### src/rtl/wimax_pingpong_interleaver.sv
// 802.16 OFDM block interleaver with a two-bank ping-pong bit store.
// Bits are written to their permuted address and drained in natural order.
module wimax_pingpong_interleaver #(
  parameter int unsigned N_SUB     = 96,
  parameter int unsigned D         = 16,
  parameter int unsigned NCBPS_MAX = 6 * N_SUB,
  parameter int unsigned ADDR_W    = $clog2(NCBPS_MAX)
) (
  input  logic              clk,
  input  logic              resetN,
  input  logic [1:0]        mode,
  input  logic              in_valid,
  input  logic              in_data,
  output logic              in_ready,
  output logic              out_valid,
  output logic              out_data,
  output logic [ADDR_W-1:0] out_index,
  output logic              out_last,
  output logic [1:0]        out_mode,
  input  logic              out_ready
);

  typedef enum logic [1:0] {
    MODE_BPSK  = 2'd0,
    MODE_QPSK  = 2'd1,
    MODE_QAM16 = 2'd2,
    MODE_QAM64 = 2'd3
  } mod_e;

  localparam logic [ADDR_W-1:0] ONE      = ADDR_W'(1);
  localparam logic [ADDR_W-1:0] COL_LAST = ADDR_W'(D - 1);

  function automatic logic [ADDR_W-1:0] ncbps_of(input logic [1:0] md);
    case (mod_e'(md))
      MODE_BPSK:  return ADDR_W'(N_SUB);
      MODE_QPSK:  return ADDR_W'(2 * N_SUB);
      MODE_QAM16: return ADDR_W'(4 * N_SUB);
      default:    return ADDR_W'(6 * N_SUB);
    endcase
  endfunction

  function automatic logic [ADDR_W-1:0] rows_of(input logic [1:0] md);
    case (mod_e'(md))
      MODE_BPSK:  return ADDR_W'(N_SUB / D);
      MODE_QPSK:  return ADDR_W'(2 * N_SUB / D);
      MODE_QAM16: return ADDR_W'(4 * N_SUB / D);
      default:    return ADDR_W'(6 * N_SUB / D);
    endcase
  endfunction

  function automatic logic [1:0] s_of(input logic [1:0] md);
    case (mod_e'(md))
      MODE_QAM16: return 2'd2;
      MODE_QAM64: return 2'd3;
      default:    return 2'd1;
    endcase
  endfunction

  function automatic logic [1:0] rows_mod_of(input logic [1:0] md);
    case (mod_e'(md))
      MODE_QAM16: return 2'((4 * N_SUB / D) % 2);
      MODE_QAM64: return 2'((6 * N_SUB / D) % 3);
      default:    return 2'd0;
    endcase
  endfunction

  // (a + b) mod s for a, b < s <= 3
  function automatic logic [1:0] add_mod(input logic [1:0] a, input logic [1:0] b,
                                         input logic [1:0] s);
    logic [2:0] sum;
    sum = {1'b0, a} + {1'b0, b};
    return (sum >= {1'b0, s}) ? 2'(sum - {1'b0, s}) : sum[1:0];
  endfunction

  logic                 wr_sel, rd_sel;
  logic [1:0]           full;
  logic [1:0]           bank_mode [2];
  logic [NCBPS_MAX-1:0] mem [2];
  logic [ADDR_W-1:0]    wr_k, col, row, m_q, rd_addr;
  logic [1:0]           col_mod, row_mod, m_mod;

  logic [1:0]           w_mode, w_s, w_rows_mod, diff_mod;
  logic [ADDR_W-1:0]    w_ncbps, w_rows, wr_j;
  logic                 w_last, wr_fire, rd_fire;
  logic [ADDR_W-1:0]    col_n, row_n, m_n;
  logic [1:0]           col_mod_n, row_mod_n, m_mod_n;

  assign in_ready = !full[wr_sel];
  assign wr_fire  = in_valid && in_ready;
  assign rd_fire  = out_valid && out_ready;

  always_comb begin
    w_mode     = (wr_k == '0) ? mode : bank_mode[wr_sel];
    w_ncbps    = ncbps_of(w_mode);
    w_rows     = rows_of(w_mode);
    w_s        = s_of(w_mode);
    w_rows_mod = rows_mod_of(w_mode);
    w_last     = (wr_k == w_ncbps - ONE);

    // m = rows*col + row, so floor(D*m/Ncbps) is just col, and Ncbps is a
    // multiple of s; j reduces to m - (m mod s) + ((m - col) mod s).
    diff_mod = (m_mod >= col_mod) ? m_mod - col_mod : m_mod + w_s - col_mod;
    wr_j     = m_q - ADDR_W'(m_mod) + ADDR_W'(diff_mod);

    col_n     = col + ONE;
    col_mod_n = add_mod(col_mod, 2'd1, w_s);
    row_n     = row;
    row_mod_n = row_mod;
    m_n       = m_q + w_rows;
    m_mod_n   = add_mod(m_mod, w_rows_mod, w_s);
    if (col == COL_LAST) begin
      col_n     = '0;
      col_mod_n = '0;
      row_n     = row + ONE;
      row_mod_n = add_mod(row_mod, 2'd1, w_s);
      m_n       = row + ONE;
      m_mod_n   = row_mod_n;
    end
    if (w_last) begin
      col_n     = '0;
      col_mod_n = '0;
      row_n     = '0;
      row_mod_n = '0;
      m_n       = '0;
      m_mod_n   = '0;
    end
  end

  always_ff @(posedge clk or negedge resetN) begin
    if (!resetN) begin
      wr_sel       <= 1'b0;
      rd_sel       <= 1'b0;
      full         <= '0;
      bank_mode[0] <= '0;
      bank_mode[1] <= '0;
      wr_k         <= '0;
      col          <= '0;
      row          <= '0;
      m_q          <= '0;
      col_mod      <= '0;
      row_mod      <= '0;
      m_mod        <= '0;
      rd_addr      <= '0;
    end else begin
      if (wr_fire) begin
        if (wr_k == '0) bank_mode[wr_sel] <= mode;
        wr_k    <= w_last ? '0 : wr_k + ONE;
        col     <= col_n;
        row     <= row_n;
        m_q     <= m_n;
        col_mod <= col_mod_n;
        row_mod <= row_mod_n;
        m_mod   <= m_mod_n;
        if (w_last) begin
          full[wr_sel] <= 1'b1;
          wr_sel       <= ~wr_sel;
        end
      end
      if (rd_fire) begin
        if (out_last) begin
          full[rd_sel] <= 1'b0;
          rd_sel       <= ~rd_sel;
          rd_addr      <= '0;
        end else begin
          rd_addr <= rd_addr + ONE;
        end
      end
    end
  end

  always_ff @(posedge clk) begin
    if (wr_fire) mem[wr_sel][wr_j] <= in_data;
  end

  always_comb begin
    out_valid = full[rd_sel];
    out_mode  = bank_mode[rd_sel];
    out_index = rd_addr;
    out_data  = mem[rd_sel][rd_addr];
    out_last  = out_valid && (rd_addr == ncbps_of(out_mode) - ONE);
  end

endmodule

### config.mk
export PLATFORM = sky130hd
export DESIGN_NAME = wimax_pingpong_interleaver
export DESIGN_NICKNAME = d
export VERILOG_FILES = /design/src/rtl/wimax_pingpong_interleaver.sv
export SDC_FILE = /design/constraint.sdc
export NUM_CORES = 2
export LEC_CHECK = 0
export BUFFER_PORTS_ARGS = -buffer_cell sky130_fd_sc_hd__buf_2
export CORE_ASPECT_RATIO = 0.9
export CORE_MARGIN = 2
export CORE_UTILIZATION = 30
export DETAILED_ROUTE_END_ITERATION = 16
export PLACE_DENSITY_LB_ADDON = 0.15
export SLEW_MARGIN = 10
export SYNTH_ARGS = -nofsm -noshare
export SYNTH_HDL_FRONTEND = slang
export SYNTH_SLANG_ARGS = --single-unit
### constraint.sdc
create_clock -name clk -period 8.77 [get_ports clk]
set_input_delay 0.877 -clock clk [delete_from_list [all_inputs] [get_ports clk]]
set_output_delay 0.877 -clock clk [all_outputs]
set_load 0.05 [all_outputs]
==> results_dict.tcl <==
set metrics [dict create \
    die_h_um 417 \
    reg2reg_depth 24 \
    io_buffers 22 \
    synth-warning-count 0 \
    via_per_inst 5.68 \
    synth_cell_types 65 \
    clk_latency_ns 0.78 \
    synth-seq-area-share 0.638 \
    drive_above_1_share 0.176 \
    synthCells 3991 \
    cp.required_ns 9.22 \
    io_pins 23 \
    ys_ff_latch 1216 \
    fin_crit_sh 0.870 \
    postSynthAreaPerCell_um2 14.2 \
    cp_slowest_cell "fa_1" \
    setup_viol 0 \
    die_w_um 462 \
    hpwlAfterDp_um 91900 \
    syn_nets 4042 \
    die_area_um2 193000 \
    multi_input_area_um2 18300 \
    routed-via-count 36200 \
    dpl-instance-area_um2 59500 \
    drt_iter0_drc 3651 \
    critPathArrivalTime_ns 8.08 \
    status "finished clean" \
    crit_fanout 40 \
    slew_headroom 0.222 \
    nFillCells 18300 \
    setup_tns_ns 0 \
    firstDrtPassIters 5 \
    grt_usage 0.179 \
    overflow 0 \
    antenna_found_initial 10 \
    start_kind "flip-flop" \
    worstSetupPathType "reg2reg" \
    routedWlPerCell_um 27.3 \
    drt-total-wl_um 174000 \
    rows 151 \
    rsz0062_at_grt "false" \
    slowest_delay_ns 0.50 \
    design_area_um2 63700 \
    fmax_mhz 131 \
    remaining_drc_errors 0 \
    initial_core_util 0.302 \
    path_clk_slew_ns 0.06 \
    cts.sinks 1216 \
    netlist_area_um2 56700 \
    end_kind "flip-flop" \
    min_path_type "in2async" \
    min_period_ns 7.63 \
    worstMarginPinSlew_ns 1.17 \
    maxCapViolations 0 \
    cts_tree "built" \
    finalMaxSlewViolations 0 \
    cts_hold_buf 0 \
    worst-path-buf-inv 2 \
    clockRootBuffer "clkbuf_16" \
    cp.depth 24 \
    cpLargestDelayFamily "adder cells" \
    synthArstFlopShare 0.0526 \
    crit_top_cell "ha_1" \
    clk_path_buf_depth 3 \
    cts-resized-gates 0 \
    synth_flop_cell "edfxtp_1" \
    post-cts-setup-buffer-count 0 \
    skew_ns 0.0283 \
    synth_edf_count 1152 \
    grt_pass1_vias 36700 \
    place.gp.congestion 0.766 \
    crit_path_cell_trace "nor4_1 > nand4_1 > mux2i_1 > ha_1 > inv_1 > ha_1 > ha_1 > xor2_1 > xnor2_1 > nand3_1 > o21ai_0 > nand2_1 > o221ai_1 > fa_1 > fa_1 > a21o_1 > a21oi_1 > o21bai_1 > a21oi_1 > xnor2_1 > nor2_1 > nand2_4 > buf_4 > nor4_1" \
    htreeDepth 4 \
    ff_latch_area_um2 36200 \
    fp.coreArea_um2 188000 \
    grt_pass1_wl_um 260000 \
    area_growth_pct 12.4 \
    grt_max_degree 240 \
    detail-route-antenna-nets 0 \
    num-nets-final 3802 \
    hold_viol_final 0 \
    cts_made_buffers 136 \
]
==> per-layer routing <==
layer  wire (um)  part of all wire  vias up  GRT usage
met2       79500              0.46      798      0.274
met4        3770             0.022        2     0.0464
met1       82600              0.47    19500      0.264
met5          13          0.000075        -          0
li1            -                 -    15800          -
met3        8420             0.048      198     0.0266
==> final timing paths <==
kind                                     start                        to  slack [ns]
min reg2reg                 col[2]$_DFFE_PN0P_        col[2]$_DFFE_PN0P_        0.52
max in group asynchronous               resetN  out_index[2]$_DFFE_PN0P_        7.78
max reg2reg                wr_k[5]$_DFFE_PN0P_       mem[0][6]$_DFFE_PP_        1.14
max                        wr_k[5]$_DFFE_PN0P_       mem[0][6]$_DFFE_PP_        1.14
min in group clk                       mode[0]  bank_mode[2]$_DFFE_PN0P_        0.38
min                                     resetN        m_q[7]$_DFFE_PN0P_        0.32
==> sequential cells by signal, indices dropped and copies added (netlist names), 4 cells and up <==
signal / count
mem: 1152
bank_mode: 4
wr_k: 10
col: 10
out_index: 10
row: 10
m_q: 10
==> cell usage in the layout, fill, tap and decap left out, drive strengths merged, types with 40 or more instances in the layout <==
cell type,n
o21ai,50
a22oi,40
mux4,278
nor2,65
nand2,104
nor3,547
mux2i,65
clkinv,60
a21oi,44
buf,158
edfxtp,1152
clkbuf,177
nor4,637
inv,42
dfrtp,64
==> through the flow <==
stage,setup WS (ns),util,hold slack [ns],std cells
4_1_cts,1.16,0.339,0.299,6384
3_5_place_dp,1.15,0.316,0.515,6137
2_1_floorplan,2.58,-,0.456,3991
5_1_grt,0.539,0.339,0.355,6384
3_3_place_gp,1.20,0.316,0.511,6137
6_report,1.14,0.339,0.320,6385
==> synth_stat cells, drive strengths merged (10+ instances only) <==
| library cell | instances | share of area |
|---|---|---|
| inv | 37 | 0.0024 |
| nor3 | 547 | 0.048 |
| a22o | 23 | 0.0036 |
| a221oi | 11 | 0.0017 |
| xnor2 | 36 | 0.0056 |
| nor2b | 12 | 0.0013 |
| a211oi | 16 | 0.0021 |
| mux2 | 17 | 0.0034 |
| o221ai | 10 | 0.0015 |
| dfrtp | 64 | 0.028 |
| mux4 | 278 | 0.11 |
| o21ai | 50 | 0.0044 |
| ha | 37 | 0.0082 |
| nor4 | 637 | 0.070 |
| buf | 145 | 0.014 |
| edfxtp | 1152 | 0.61 |
| nand3 | 31 | 0.0027 |
| a22oi | 40 | 0.0053 |
| nor2 | 65 | 0.0043 |
| a21oi | 44 | 0.0040 |
| a2111oi | 12 | 0.0019 |
| o22ai | 32 | 0.0035 |
| nand2b | 11 | 0.0012 |
| nand2 | 104 | 0.0069 |
| mux2i | 65 | 0.011 |
| clkbuf | 391 | 0.026 |
| xor2 | 18 | 0.0028 |
==> final cells by class <==
class | instances | share of cell area
inverters | 40 | 0.00236
clock inverters | 70 | 0.00860
multi-input cells | 2199 | 0.287
repair buffers | 158 | 0.0259
flip-flops and latches | 1216 | 0.568
well taps | 2524 | 0.0495
diodes | 1 | 0.0000393
clock buffers | 177 | 0.0581
==> cells by family after synthesis <==
kind of cell	share of synthesized area
buffers and inverters	0.0423
adder cells (fa/ha/maj)	0.0106
AO/OA/AOI/OAI	0.0357
XOR/XNOR	0.00834
flip-flops	0.638
multiplexers	0.125
AND/OR/NAND/NOR	0.140
Power is not shown: default switching activity piles up to over one toggle a cycle in this logic, so the estimate is an artifact.
